<file path="config.mk">
export PLATFORM = sky130hd
export DESIGN_NAME = neuron_mac_ctrl_flat
export DESIGN_NICKNAME = d
export VERILOG_FILES = /design/src/rtl/neuron_mac_ctrl_if.sv /design/src/rtl/neuron_mac_ctrl.sv /design/src/flat_wrapper.sv
export SDC_FILE = /design/constraint.sdc
export NUM_CORES = 1
export LEC_CHECK = 0
export BUFFER_PORTS_ARGS = -buffer_cell sky130_fd_sc_hd__buf_2
export CAP_MARGIN = 5
export CELL_PAD_IN_SITES_DETAIL_PLACEMENT = 1
export CELL_PAD_IN_SITES_GLOBAL_PLACEMENT = 1
export CORE_UTILIZATION = 40
export CTS_BUF_LIST = sky130_fd_sc_hd__clkbuf_2
export DETAILED_ROUTE_END_ITERATION = 8
export GPL_ROUTABILITY_DRIVEN = 0
export HOLD_SLACK_MARGIN = 0.12
export PLACE_DENSITY_LB_ADDON = 0.1
export RECOVER_POWER = 50
export REMOVE_ABC_BUFFERS = 1
export SYNTH_ARGS = -nofsm -noshare
export SYNTH_HDL_FRONTEND = slang
export SYNTH_SLANG_ARGS = --single-unit
</file>
<file path="constraint.sdc">
create_clock -name clk -period 7.3 [get_ports clk]
set_input_delay 0.73 -clock clk [delete_from_list [all_inputs] [get_ports clk]]
set_output_delay 0.73 -clock clk [all_outputs]
set_load 0.005 [all_outputs]
</file>
<file path="src/rtl/neuron_mac_ctrl_if.sv">
// neuron_mac_ctrl_if: start/ROM-read/accumulator/result bundle for the neuron MAC controller.
interface neuron_mac_ctrl_if #(
    parameter int ADDR_W = 8,
    parameter int DATA_W = 5
);
    logic                  start;
    logic [ADDR_W-1:0]     n_inputs;
    logic                  rd_en;
    logic [ADDR_W-1:0]     addr;
    logic [DATA_W-1:0]     x;
    logic [DATA_W-1:0]     w;
    logic                  acc_rst;
    logic                  acc_ce;
    logic [2*DATA_W-1:0]   A;
    logic [27:0]           Y;
    logic                  busy;
    logic                  done;
    logic [27:0]           result;

    modport master (
        input  start, n_inputs, x, w, Y,
        output rd_en, addr, acc_rst, acc_ce, A, busy, done, result
    );
    modport slave (
        output start, n_inputs, x, w, Y,
        input  rd_en, addr, acc_rst, acc_ce, A, busy, done, result
    );
endinterface

</file>
<file path="src/rtl/neuron_mac_ctrl.sv">
// neuron_mac_ctrl: sequences synapse reads, feeds x*w products to an external accumulator, captures the sum.
module neuron_mac_ctrl #(
    parameter int ADDR_W = 8,
    parameter int DATA_W = 5
) (
    input  logic                 clk,
    input  logic                 rst,
    neuron_mac_ctrl_if.master    bus
);
    typedef enum logic [2:0] {IDLE, CLEAR, RUN, DRAIN, CAPTURE, DONE} state_t;

    state_t                     state_q;
    logic [ADDR_W-1:0]          n_q, addr_q;
    logic                       rd_en_q, vld_q, acc_rst_q, acc_ce_q, busy_q, done_q;
    logic signed [2*DATA_W-1:0] a_q, a_d, x_ext, w_ext;
    logic [27:0]                result_q;

    assign x_ext = {{DATA_W{bus.x[DATA_W-1]}}, bus.x};
    assign w_ext = {{DATA_W{bus.w[DATA_W-1]}}, bus.w};
    assign a_d   = x_ext * w_ext;

    // vld_q marks the cycle in which ROM data for an earlier rd_en is present on x/w
    always_ff @(posedge clk or posedge rst) begin
        if (rst) begin
            state_q   <= IDLE;
            n_q       <= '0;
            addr_q    <= '0;
            rd_en_q   <= 1'b0;
            vld_q     <= 1'b0;
            acc_rst_q <= 1'b0;
            acc_ce_q  <= 1'b0;
            a_q       <= '0;
            busy_q    <= 1'b0;
            done_q    <= 1'b0;
            result_q  <= '0;
        end else begin
            vld_q     <= rd_en_q;
            acc_ce_q  <= vld_q;
            acc_rst_q <= 1'b0;
            done_q    <= 1'b0;
            if (vld_q) a_q <= a_d;
            case (state_q)
                IDLE: if (bus.start) begin
                    busy_q   <= 1'b1;
                    result_q <= '0;
                    n_q      <= bus.n_inputs;
                    addr_q   <= '0;
                    if (bus.n_inputs == '0) begin
                        done_q  <= 1'b1;
                        state_q <= DONE;
                    end else begin
                        acc_rst_q <= 1'b1;
                        rd_en_q   <= 1'b1;
                        state_q   <= CLEAR;
                    end
                end
                CLEAR, RUN: if (addr_q == n_q - ADDR_W'(1)) begin
                    rd_en_q <= 1'b0;
                    state_q <= DRAIN;
                end else begin
                    addr_q  <= addr_q + ADDR_W'(1);
                    state_q <= RUN;
                end
                DRAIN: if (acc_ce_q && !vld_q) state_q <= CAPTURE;
                CAPTURE: begin
                    result_q <= bus.Y;
                    done_q   <= 1'b1;
                    state_q  <= DONE;
                end
                DONE: begin
                    busy_q  <= 1'b0;
                    state_q <= IDLE;
                end
                default: state_q <= IDLE;
            endcase
        end
    end

    assign bus.rd_en   = rd_en_q;
    assign bus.addr    = addr_q;
    assign bus.acc_rst = acc_rst_q;
    assign bus.acc_ce  = acc_ce_q;
    assign bus.A       = a_q;
    assign bus.busy    = busy_q;
    assign bus.done    = done_q;
    assign bus.result  = result_q;
endmodule

</file>
<file path="src/flat_wrapper.sv">
// flat-port wrapper written by rule: the top's interface ports become plain ports
module neuron_mac_ctrl_flat 
#(
    parameter int ADDR_W = 8,
    parameter int DATA_W = 5
)
  (clk, rst, bus_start, bus_n_inputs, bus_x, bus_w, bus_Y, bus_rd_en, bus_addr, bus_acc_rst, bus_acc_ce, bus_A, bus_busy, bus_done, bus_result);
  neuron_mac_ctrl_if #(.ADDR_W(ADDR_W), .DATA_W(DATA_W)) bus_i ();
  input  logic clk;
  input  logic rst;
  input wire logic [$bits(bus_i.start)-1:0] bus_start;
  input wire logic [$bits(bus_i.n_inputs)-1:0] bus_n_inputs;
  input wire logic [$bits(bus_i.x)-1:0] bus_x;
  input wire logic [$bits(bus_i.w)-1:0] bus_w;
  input wire logic [$bits(bus_i.Y)-1:0] bus_Y;
  output wire logic [$bits(bus_i.rd_en)-1:0] bus_rd_en;
  output wire logic [$bits(bus_i.addr)-1:0] bus_addr;
  output wire logic [$bits(bus_i.acc_rst)-1:0] bus_acc_rst;
  output wire logic [$bits(bus_i.acc_ce)-1:0] bus_acc_ce;
  output wire logic [$bits(bus_i.A)-1:0] bus_A;
  output wire logic [$bits(bus_i.busy)-1:0] bus_busy;
  output wire logic [$bits(bus_i.done)-1:0] bus_done;
  output wire logic [$bits(bus_i.result)-1:0] bus_result;
  assign bus_i.start = bus_start;
  assign bus_i.n_inputs = bus_n_inputs;
  assign bus_i.x = bus_x;
  assign bus_i.w = bus_w;
  assign bus_i.Y = bus_Y;
  assign bus_rd_en = bus_i.rd_en;
  assign bus_addr = bus_i.addr;
  assign bus_acc_rst = bus_i.acc_rst;
  assign bus_acc_ce = bus_i.acc_ce;
  assign bus_A = bus_i.A;
  assign bus_busy = bus_i.busy;
  assign bus_done = bus_i.done;
  assign bus_result = bus_i.result;
  neuron_mac_ctrl #(.ADDR_W(ADDR_W), .DATA_W(DATA_W)) u_core (.clk(clk), .rst(rst), .bus(bus_i));
endmodule
</file>
After elaboration in Yosys (flattened, before gate mapping):

Cells that the tools add are included.

* logic and storage cells: 61
* output and inout bits: 51
* memory bits (read-only): 0
* register bits: 63
* bits in writable memories: 0
* input port bits: 49
* bits in latches: 0
* memories kept: 0

* equality and inequality tests: 11
* muxes and demuxes: 22
* reductions and logical operators: 14
* shift-type cells: 0
* multipliers: 1
* bitwise operators: 0
* $lt $le $gt $ge: 0
* divide/modulo/power cells: 0
* add/sub/neg operators: 2

Operators by type and width (count)
* $pmux 28 s2: 1
* $mux 28: 1
* $mux 8: 2
* $pmux 8 s2: 1
* $pmux 3 s4: 1
* $mul 5x5->10: 1
* $mux 1: 10
* $mux 3: 3
* $add 8x1->8 const B: 1
* $eq 8x8->1: 1
* $logic_not 8->1: 1
* $reduce_and 2->1: 4
* $sub 8x1->8 const B: 1
* $eq 3x2->1 const B: 2
* $eq 3x3->1 const B: 2
* $ne 2x2->1 const B: 3
* $pmux 1 s2: 3
* $reduce_bool 2->1: 3
* $ne 2x1->1 const B: 2
* $reduce_and 4->1: 1
* $eq 3x1->1 const B: 1
* $logic_not 3->1: 1
* $reduce_and 3->1: 1
* $reduce_or 2->1: 1
* other kinds (2): 2

Logic depth before layout (Yosys ltp):

Gate-level depths: netlist of the first run.

* word-level depth: 4
* depth in mapped cells: 16
* mapped depth without buffers: 16

Worst setup path before layout of the first run:

OpenSTA, ideal clock, no wires.

* kind: input -> register
* start point: input port bus_w[4]
* end point: register u_core.a_q[9] (netlist: u_core.bus.A[9])
* stages on the path: 14
* data arrival time: 3777 ps
* slack: 3398 ps
* required time: 7175 ps
* path through: inv_1 nor2_1 fa_1 inv_1 fa_1 fa_1 inv_1 ha_1 a21o_1 a21oi_1 o21bai_1 a21oi_1 xnor2_1 mux2_2

* cells in the longest elaborated chain, start to end: 1

RTL lines
* start, declared: RTL line flat_wrapper.sv:14 `input wire logic [$bits(bus_i.w)-1:0] bus_w;`
* $mul 5x5->10: RTL line neuron_mac_ctrl.sv:20 `assign a_d = x_ext * w_ext;`
* end signal, assigned: RTL line neuron_mac_ctrl.sv:32 `a_q <= '0;`
* end signal, assigned: RTL line neuron_mac_ctrl.sv:41 `if (vld_q) a_q <= a_d;`
* end, declared: RTL line neuron_mac_ctrl.sv:15 `logic signed [2*DATA_W-1:0] a_q, a_d, x_ext, w_ext;`

Every way passes these cells.
A chain may end at the register's enable or synchronous reset.

Final worst setup path of the first run:

Same ends and word-level chain as after synthesis.

==> summary.txt, run 1 <==
=================================================================================
Outcome                                                              finished, violations left
Violated checks                                                      max-capacitance violations, max-slew violations
Number of unique standard cell types used by synthesis                         47
Worst-margin pin slew                                                     3.37 ns
First-pass GRT wire length                                                14.8 mm
Number of antenna violations at the first check in global routing               0
Power dissipated by switching net loads                                  0.635 mW
Antenna cell count                                                              0
Relative slew margins                                                       -125%
Max-cap violations                                                              1
Final critical-path required period                                       3.71 ns
Number of fill cells in the layout                                           1061
Top-level I/O count                                                           100
WL met1                                                                   4.31 mm
Cells after synthesis                                                         359
Portion of the post-synthesis area used by sequential elements              42.4%
Fmax achieved                                                             269 MHz
Starting utilization of the core area                                       42.1%
Setup repair after global routing missed its margin                            no
Worst slack after detailed placement                                      3.06 ns
Top Layer Used                                                               met4
Yosys Warn Count                                                                0
Endpoint type of the worst setup path                                        flop
Number of slew-limit violations in the final report                            64
Sum of met3 wire segment lengths after detailed routing                    444 um
Avg WL per Cell                                                           15.3 um
Final-layout setup total negative slack                                      0 ns
CTS resizes                                                                     0
Overall routed net length                                                 8.72 mm
Power consumption                                                         1.60 mW
Iteration-0 DRC count of the detailed router                                   67
Async SR Flop Fraction                                                       100%
Die height                                                                98.5 um
Area share of the leading cell type in the synthesized netlist              42.4%
Number of buffers on the longest clock path                                     2
Worst setup path startpoint                                              bus_w[4]
Arrival time at the worst endpoint                                        4.09 ns
Cell accounting for the most synthesized area                             dfrtp_1
Share of layout cells above drive strength 1                                28.1%
Vias in the first global route                                               3089
Overall routing resource usage                                              19.5%
Cell with the most instances after synthesis                              dfrtp_1
P_int                                                                    0.961 mW
DP Area                                                                4330 sq um
Core Area                                                              8850 sq um
P per Cell Area                                                       358 nW/um^2
Clock tree skew after final layout                                      0.0370 ns
Hold Violations, Final                                                          0
Largest net degree at the start of global routing                              64
DR WL met2                                                                3.86 mm
Floorplan die width                                                       98.5 um
Number of I/O port buffers                                                     99
CTS sink count                                                                 63
Clock-pin slew on the worst setup and hold paths                          0.21 ns
Footprint of the flip-flops and latches                                1580 sq um
Fraction of the cycle the final worst path needs                            50.9%
Root Buffer                                                              clkbuf_2
Total congestion overflow                                                       0
Area of the multi-input gates                                          1950 sq um
Summed area of non-filler cells in the final layout                    4460 sq um
Synth area leaders                                                   dfrtp_1 42%, fa_1 9.1%, a22o_1 6.6%, ha_1 5.7%, xnor2_1 4.5%
Reg power frac                                                              38.9%
Mean Syn Cell Area                                                     10.4 sq um
Synth Register Bits                                                            63
Combinational fraction of design power                                      45.1%
Min-delay src                                                        bus_n_inputs[3]
Detailed placement HPWL                                                   6.60 mm
EDFF count, synth                                                               0
Type of the worst setup path                                         primary input to flop
Critical-path maximum fanout                                                    5
Number of nets in the layout                                                  541
Startpoint type of the worst setup path                              primary input
Final Setup Violations                                                          0
Netlist area before placement                                          3720 sq um
Critical path data required time                                          7.67 ns
Clock latency of the later-clocked register in the worst-skew pair        0.49 ns
Peak supply drop                                                         0.167 mV
Most common flop cell mapped by yosys                                     dfrtp_1
Die area                                                               9690 sq um
TritonCTS clock tree                                                          yes
First drt pass iteration count                                                  6
Worst path setup slack after routing                                      3.59 ns
Number of vias in the routed layout                                          2946
Reported leakage power                                                    2.32 nW
Detail Route Antenna Nets                                                       0
Hold bufs inserted after CTS                                                    0
Number of post-CTS setup repair buffers                                         0
CTS HTree Levels                                                                3
Total DRC errors in the routed layout                                           0
Standard-cell row count                                                        34
Reg-to-reg startpoint                                                u_core.n_q[0]
TritonCTS Buffers                                                               9
Clock network power share                                                   16.0%
Growth of design area from synthesis to finish                              19.7%
Post-synth top cells                                                 63 x dfrtp_1, 38 x inv_1, 36 x nand2_1
Path class of the lowest-slack min-delay path                        primary input to flop
Net switching share of the total power                                      39.8%
Mean number of vias per cell                                                 5.16
=================================================================================
[registers in the layout, summed over array words and instances (netlist names)]
name	cells
u_core.bus.done	1
u_core.n_q	8
u_core.bus.rd_en	1
u_core.state_q	3
u_core.vld_q	1
u_core.bus.busy	1
u_core.bus.result	28
u_core.bus.A	10
u_core.bus.acc_ce	1
u_core.bus.addr	8
u_core.bus.acc_rst	1
[power by group through the flow]
stage | Sequential, mW | Clock (mW) | Combinational (mW)
3_5_place_dp | 0.624 | 0 | 0.738
5_1_grt | 0.645 | 0.277 | 0.817
6_report | 0.621 | 0.255 | 0.720
2_1_floorplan | 0.612 | 0 | 0.484
3_3_place_gp | 0.627 | 0 | 0.708
4_1_cts | 0.622 | 0.264 | 0.738
[critical path, cell delays in order]
cell	delay [ns]
buf_2	0.11
inv_1	0.15
nor2_1	0.10
fa_1	0.53
inv_1	0.05
fa_1	0.49
fa_1	0.56
inv_1	0.04
ha_1	0.33
a21o_1	0.17
a21oi_1	0.22
o21bai_1	0.09
a21oi_1	0.17
xnor2_1	0.08
mux2_2	0.26
[layout make-up]
class                      count  area share (%)
tap                          108            3.03
multi-input combinational    243            43.8
clock inverter                 7            2.19
sequential                    63            35.4
inverter                      39            3.29
timing repair buffer         102            11.3
clock buffer                   9            1.01
[stage by stage]
step / utilization (%) / std cells / hold WS, ns
after detailed placement: 48.9 / 555 / 0.424
after global placement: 48.9 / 555 / 0.427
final: 50.4 / 571 / 0.436
after global routing: 50.4 / 571 / 0.393
after CTS: 50.5 / 571 / 0.393
after floorplan: - / 345 / 0.396
[worst paths after layout]
kind / end / slack (ns) / cells after the start
max: u_core.bus.A[9] / 3.59 / 15
min: u_core.n_q[3] / 0.44 / 3
max reg2reg: u_core.bus.addr[4] / 4.68 / 9
min reg2reg: u_core.vld_q / 0.47 / 0
max in group asynchronous: u_core.bus.A[5] / 3.89 / 3
min in group asynchronous: u_core.bus.result[18] / 1.52 / 3
[routing by layer]
layer / vias to the layer above / track usage (%)
li1: 1412 / -
met1: 1445 / 27.3
met2: 78 / 30.1
met3: 11 / 4.33
met4: 0 / 6.54
met5: - / 0
[cell usage in the layout, fill, tap and decap left out, types with 4 or more instances in the layout]
master	instances
buf_2	95
dfrtp_1	63
inv_1	38
nand2_1	36
a22o_1	28
xnor2_1	19
fa_1	17
ha_1	17
nor2_1	16
and2_1	16
o21ai_0	10
a21oi_1	10
clkbuf_2	9
mux2_2	8
nor3_1	6
clkbuf_1	6
o21bai_1	5
nor2b_1	5
xor2_1	4
nand4_1	4
[cell families (layout without fill, tap and decap cells)]
group                    count (synthesis)  in the layout  synth area share (%)
AO/OA/AOI/OAI                           71             71                  14.3
XOR/XNOR                                23             23                  5.41
adder cells (fa/ha/maj)                 34             34                  14.9
buffers and inverters                   53            157                  5.38
flip-flops                              63             63                  42.4
multiplexers                            10             10                  2.96
AND/OR/NAND/NOR                        105            105                  14.7
Note: power is estimated with default switching activity, not from simulation.
==> run 2, diff against run 1 <==
--- a/config.mk
+++ b/config.mk
@@ -9,7 +9,7 @@
 export CAP_MARGIN = 5
 export CELL_PAD_IN_SITES_DETAIL_PLACEMENT = 1
 export CELL_PAD_IN_SITES_GLOBAL_PLACEMENT = 1
-export CORE_UTILIZATION = 40
+export CORE_UTILIZATION = 38
 export CTS_BUF_LIST = sky130_fd_sc_hd__clkbuf_2
 export DETAILED_ROUTE_END_ITERATION = 8
 export GPL_ROUTABILITY_DRIVEN = 0
==> constraint.sdc (replaced) <==
create_clock -name clk -period 3.4 [get_ports clk]
set_input_delay 0.34 -clock clk [delete_from_list [all_inputs] [get_ports clk]]
set_output_delay 0.34 -clock clk [all_outputs]
set_load 0.005 [all_outputs]
==> run 2 against run 1 <==
  * The run now ends clean
  * Worst setup slack worse by 3.3 ns
  * First-iteration DRC count down 37%
  * Largest cell class unchanged
  * Worst hold slack worse by 0.21 ns
  * Sequential power up 120%
  * Critical path type unchanged
  * Wire length up 17%
  * Combinational power up 130%
==> summary.txt, run 2 (synthesis results as in run 1) <==
=================================================================================
Outcome                                                              finished, final reports clean   was finished, violations left
Min Hold Slack                                                           0.227 ns   was 0.436 ns
Total congestion overflow                                                       0   unchanged
DP Area                                                                4520 sq um   was 4330 sq um
Die area                                                              10200 sq um   was 9690 sq um
Overall routed net length                                                 10.2 mm   was 8.72 mm
Antenna cell count                                                              0   unchanged
Vias in the first global route                                               3584   was 3089
Reported leakage power                                                    2.55 nW   was 2.32 nW
Final Setup Violations                                                          0   unchanged
Cell-by-cell listing of the critical path                            buf_2, nand2b_1, fa_1, fa_1, fa_1, fa_1, inv_1, a21o_1, a21oi_1, o21bai_1, a21oi_1, xnor2_1, mux2_2   was buf_2, inv_1, nor2_1, fa_1, inv_1, fa_1, fa_1, inv_1, ha_1, a21o_1, a21oi_1, o21bai_1, a21oi_1, xnor2_1, mux2_2
Startpoint type of the worst setup path                              primary input   unchanged
Post-route non-filler standard cell count                                     651   was 571
Cell count of the worst hold path                                               4   was 3
Power consumption                                                         3.72 mW   was 1.60 mW
Starting utilization of the core area                                       39.7%   was 42.1%
Growth of design area from synthesis to finish                              35.7%   was 19.7%
Critical path data required time                                          3.79 ns   was 7.67 ns
Most used cells in the layout excluding fill and tap cells           78 x buf_2, 63 x dfrtp_1, 38 x inv_1   was 95 x buf_2, 63 x dfrtp_1, 38 x inv_1
Clock latency of the later-clocked register in the worst-skew pair        0.50 ns   was 0.49 ns
Core Area                                                              9370 sq um   was 8850 sq um
Fraction of the cycle the final worst path needs                            92.2%
Reg-to-reg slack, setup                                                   0.68 ns   was 4.68 ns
Iteration-0 DRC count of the detailed router                                   42   was 67
TritonCTS clock tree                                                          yes   unchanged
Number of slew-limit violations in the final report                             0   was 64
Final-layout setup total negative slack                                      0 ns   unchanged
Root Buffer                                                              clkbuf_2   unchanged
Endpoint type of the worst setup path                                        flop   unchanged
Number of antenna violations at the first check in global routing               0   unchanged
Arrival time at the worst endpoint                                        3.52 ns   was 4.09 ns
Detail Route Antenna Nets                                                       0   unchanged
Clock-pin slew on the worst setup and hold paths                          0.17 ns   was 0.21 ns
Total DRC errors in the routed layout                                           0   unchanged
Overall routing resource usage                                              22.2%   was 19.5%
Top-level I/O count                                                           100   unchanged
Critical-path maximum fanout                                                    2   was 5
Avg WL per Cell                                                           15.7 um   was 15.3 um
Reg-to-reg startpoint                                                u_core.n_q[0]   unchanged
Most common library cell in the layout ignoring fill and taps               buf_2   unchanged
Placed instance count                                                         598   was 555
Number of post-CTS setup repair buffers                                         0   unchanged
Standard-cell row count                                                        35   was 34
Number of I/O port buffers                                                     99   unchanged
TritonCTS Buffers                                                               9   unchanged
Number of nets in the layout                                                  600   was 541
Detailed placement HPWL                                                   7.13 mm   was 6.60 mm
Fmax achieved                                                             319 MHz
Slowest stage delay, CP                                                   0.54 ns   was 0.56 ns
Share of layout cells above drive strength 1                                26.4%   was 28.1%
Peak supply drop                                                         0.326 mV   was 0.167 mV
Critical R2R Capture                                                 u_core.bus.addr[6]   was u_core.bus.addr[4]
Final critical-path required period                                       3.14 ns
Mean number of vias per cell                                                 4.97   was 5.16
Dominant delay contributor by cell family on the critical path        adder cells   unchanged
Number of vias in the routed layout                                          3233   was 2946
Path class of the lowest-slack min-delay path                        primary input to flop   unchanged
Die height                                                                 101 um   was 98.5 um
Cell occurring most often along the worst timing path                        fa_1
CTS sink count                                                                 63   unchanged
First drt pass iteration count                                                  4   was 6
Floorplan die width                                                        101 um   was 98.5 um
Min-delay src                                                            bus_x[0]   was bus_n_inputs[3]
Max FFs per register                                                           28   unchanged
Setup repair after global routing missed its margin                            no   unchanged
Worst Path Buf+Inv                                                              2   was 4
Worst-case hold path end point                                       u_core.bus.A[0]   was u_core.n_q[3]
P per Cell Area                                                       736 nW/um^2   was 358 nW/um^2
CTS HTree Levels                                                                3   unchanged
Hold Violations, Final                                                          0   unchanged
Number of fill cells in the layout                                           1094   was 1061
Worst-case reg-to-reg path depth                                                9   unchanged
Summed area of non-filler cells in the final layout                    5050 sq um   was 4460 sq um
Relative slew margins                                                       24.5%   was -125%
Max-cap violations                                                              0   was 1
Number of buffers on the longest clock path                                     2   unchanged
Largest net degree at the start of global routing                              34   was 64
Type of the worst setup path                                         primary input to flop   unchanged
Cell type of the slowest stage on the worst timing path                      fa_1   unchanged
Worst-margin pin slew                                                     1.13 ns   was 3.37 ns
Clock tree skew after final layout                                      0.0225 ns   was 0.0370 ns
First-pass GRT wire length                                                17.4 mm   was 14.8 mm
=================================================================================
## run 2: cell count changes in the layout (fill, tap and decap cells not counted), moves of 2 or more
cell,delta
buf_4,+23
dlygate4sd3_1,+37
clkbuf_1,+14
buf_2,-17
bufinv_16,+2
## run 2: through the flow
stage	setup WS [ns]	util [%]
final	0.264	53.9
after global routing	0.140	53.9
after CTS	0.279	54.2
after detailed placement	-0.284	48.2
after global placement	-0.195	48.2
after floorplan	-0.112	-
## run 2: routing by layer
layer | GRT usage (%) | wire, um | vias up
met1 | 27.9 | 4570 | 1601
met4 | 7.13 | 141 | 0
met5 | 0 | 0 | -
met2 | 37.7 | 5040 | 88
li1 | - | - | 1530
met3 | 4.99 | 491 | 14
## run 2: final cells by class
cell class	instances	area [sq um]	share of cell area [%]
Tap cell	129	161	3.20
Multi-Input combinational cell	243	1950	38.6
Timing Repair Buffer	161	1020	20.3
Sequential cell	63	1580	31.2
Inverter	39	146	2.90
Clock inverter	7	145	2.87
Clock buffer	9	45.0	0.892
## run 2: where the power goes
part	internal [mW]	switching, mW
sequential	1.05	0.304
clock	0.393	0.301
combinational	0.840	0.830
## run 2: timing repair
action,4_1_cts,5_1_grt
resized for setup,0,0
hold buffers,37,0
endpoints found under the hold margin,66,0
## run 2: worst max-delay path by stage
stage | from | to | slack [ns] | cells after the start
finish | bus_x[0] | u_core.bus.A[9] | 0.26 | 13
global route | bus_x[1] | u_core.bus.A[9] | 0.14 | 14
CTS | bus_x[0] | u_core.bus.A[9] | 0.28 | 13
detailed placement | bus_x[0] | u_core.bus.A[9] | -0.28 | 13
global placement | bus_x[0] | u_core.bus.A[8] | -0.19 | 13
floorplan | bus_w[4] | u_core.bus.A[9] | -0.11 | 14
## run 2: worst min-delay path, stage by stage
cell	delay, ns
buf_2	0.09
buf_4	0.12
nand3_1	0.07
o21ai_0	0.06
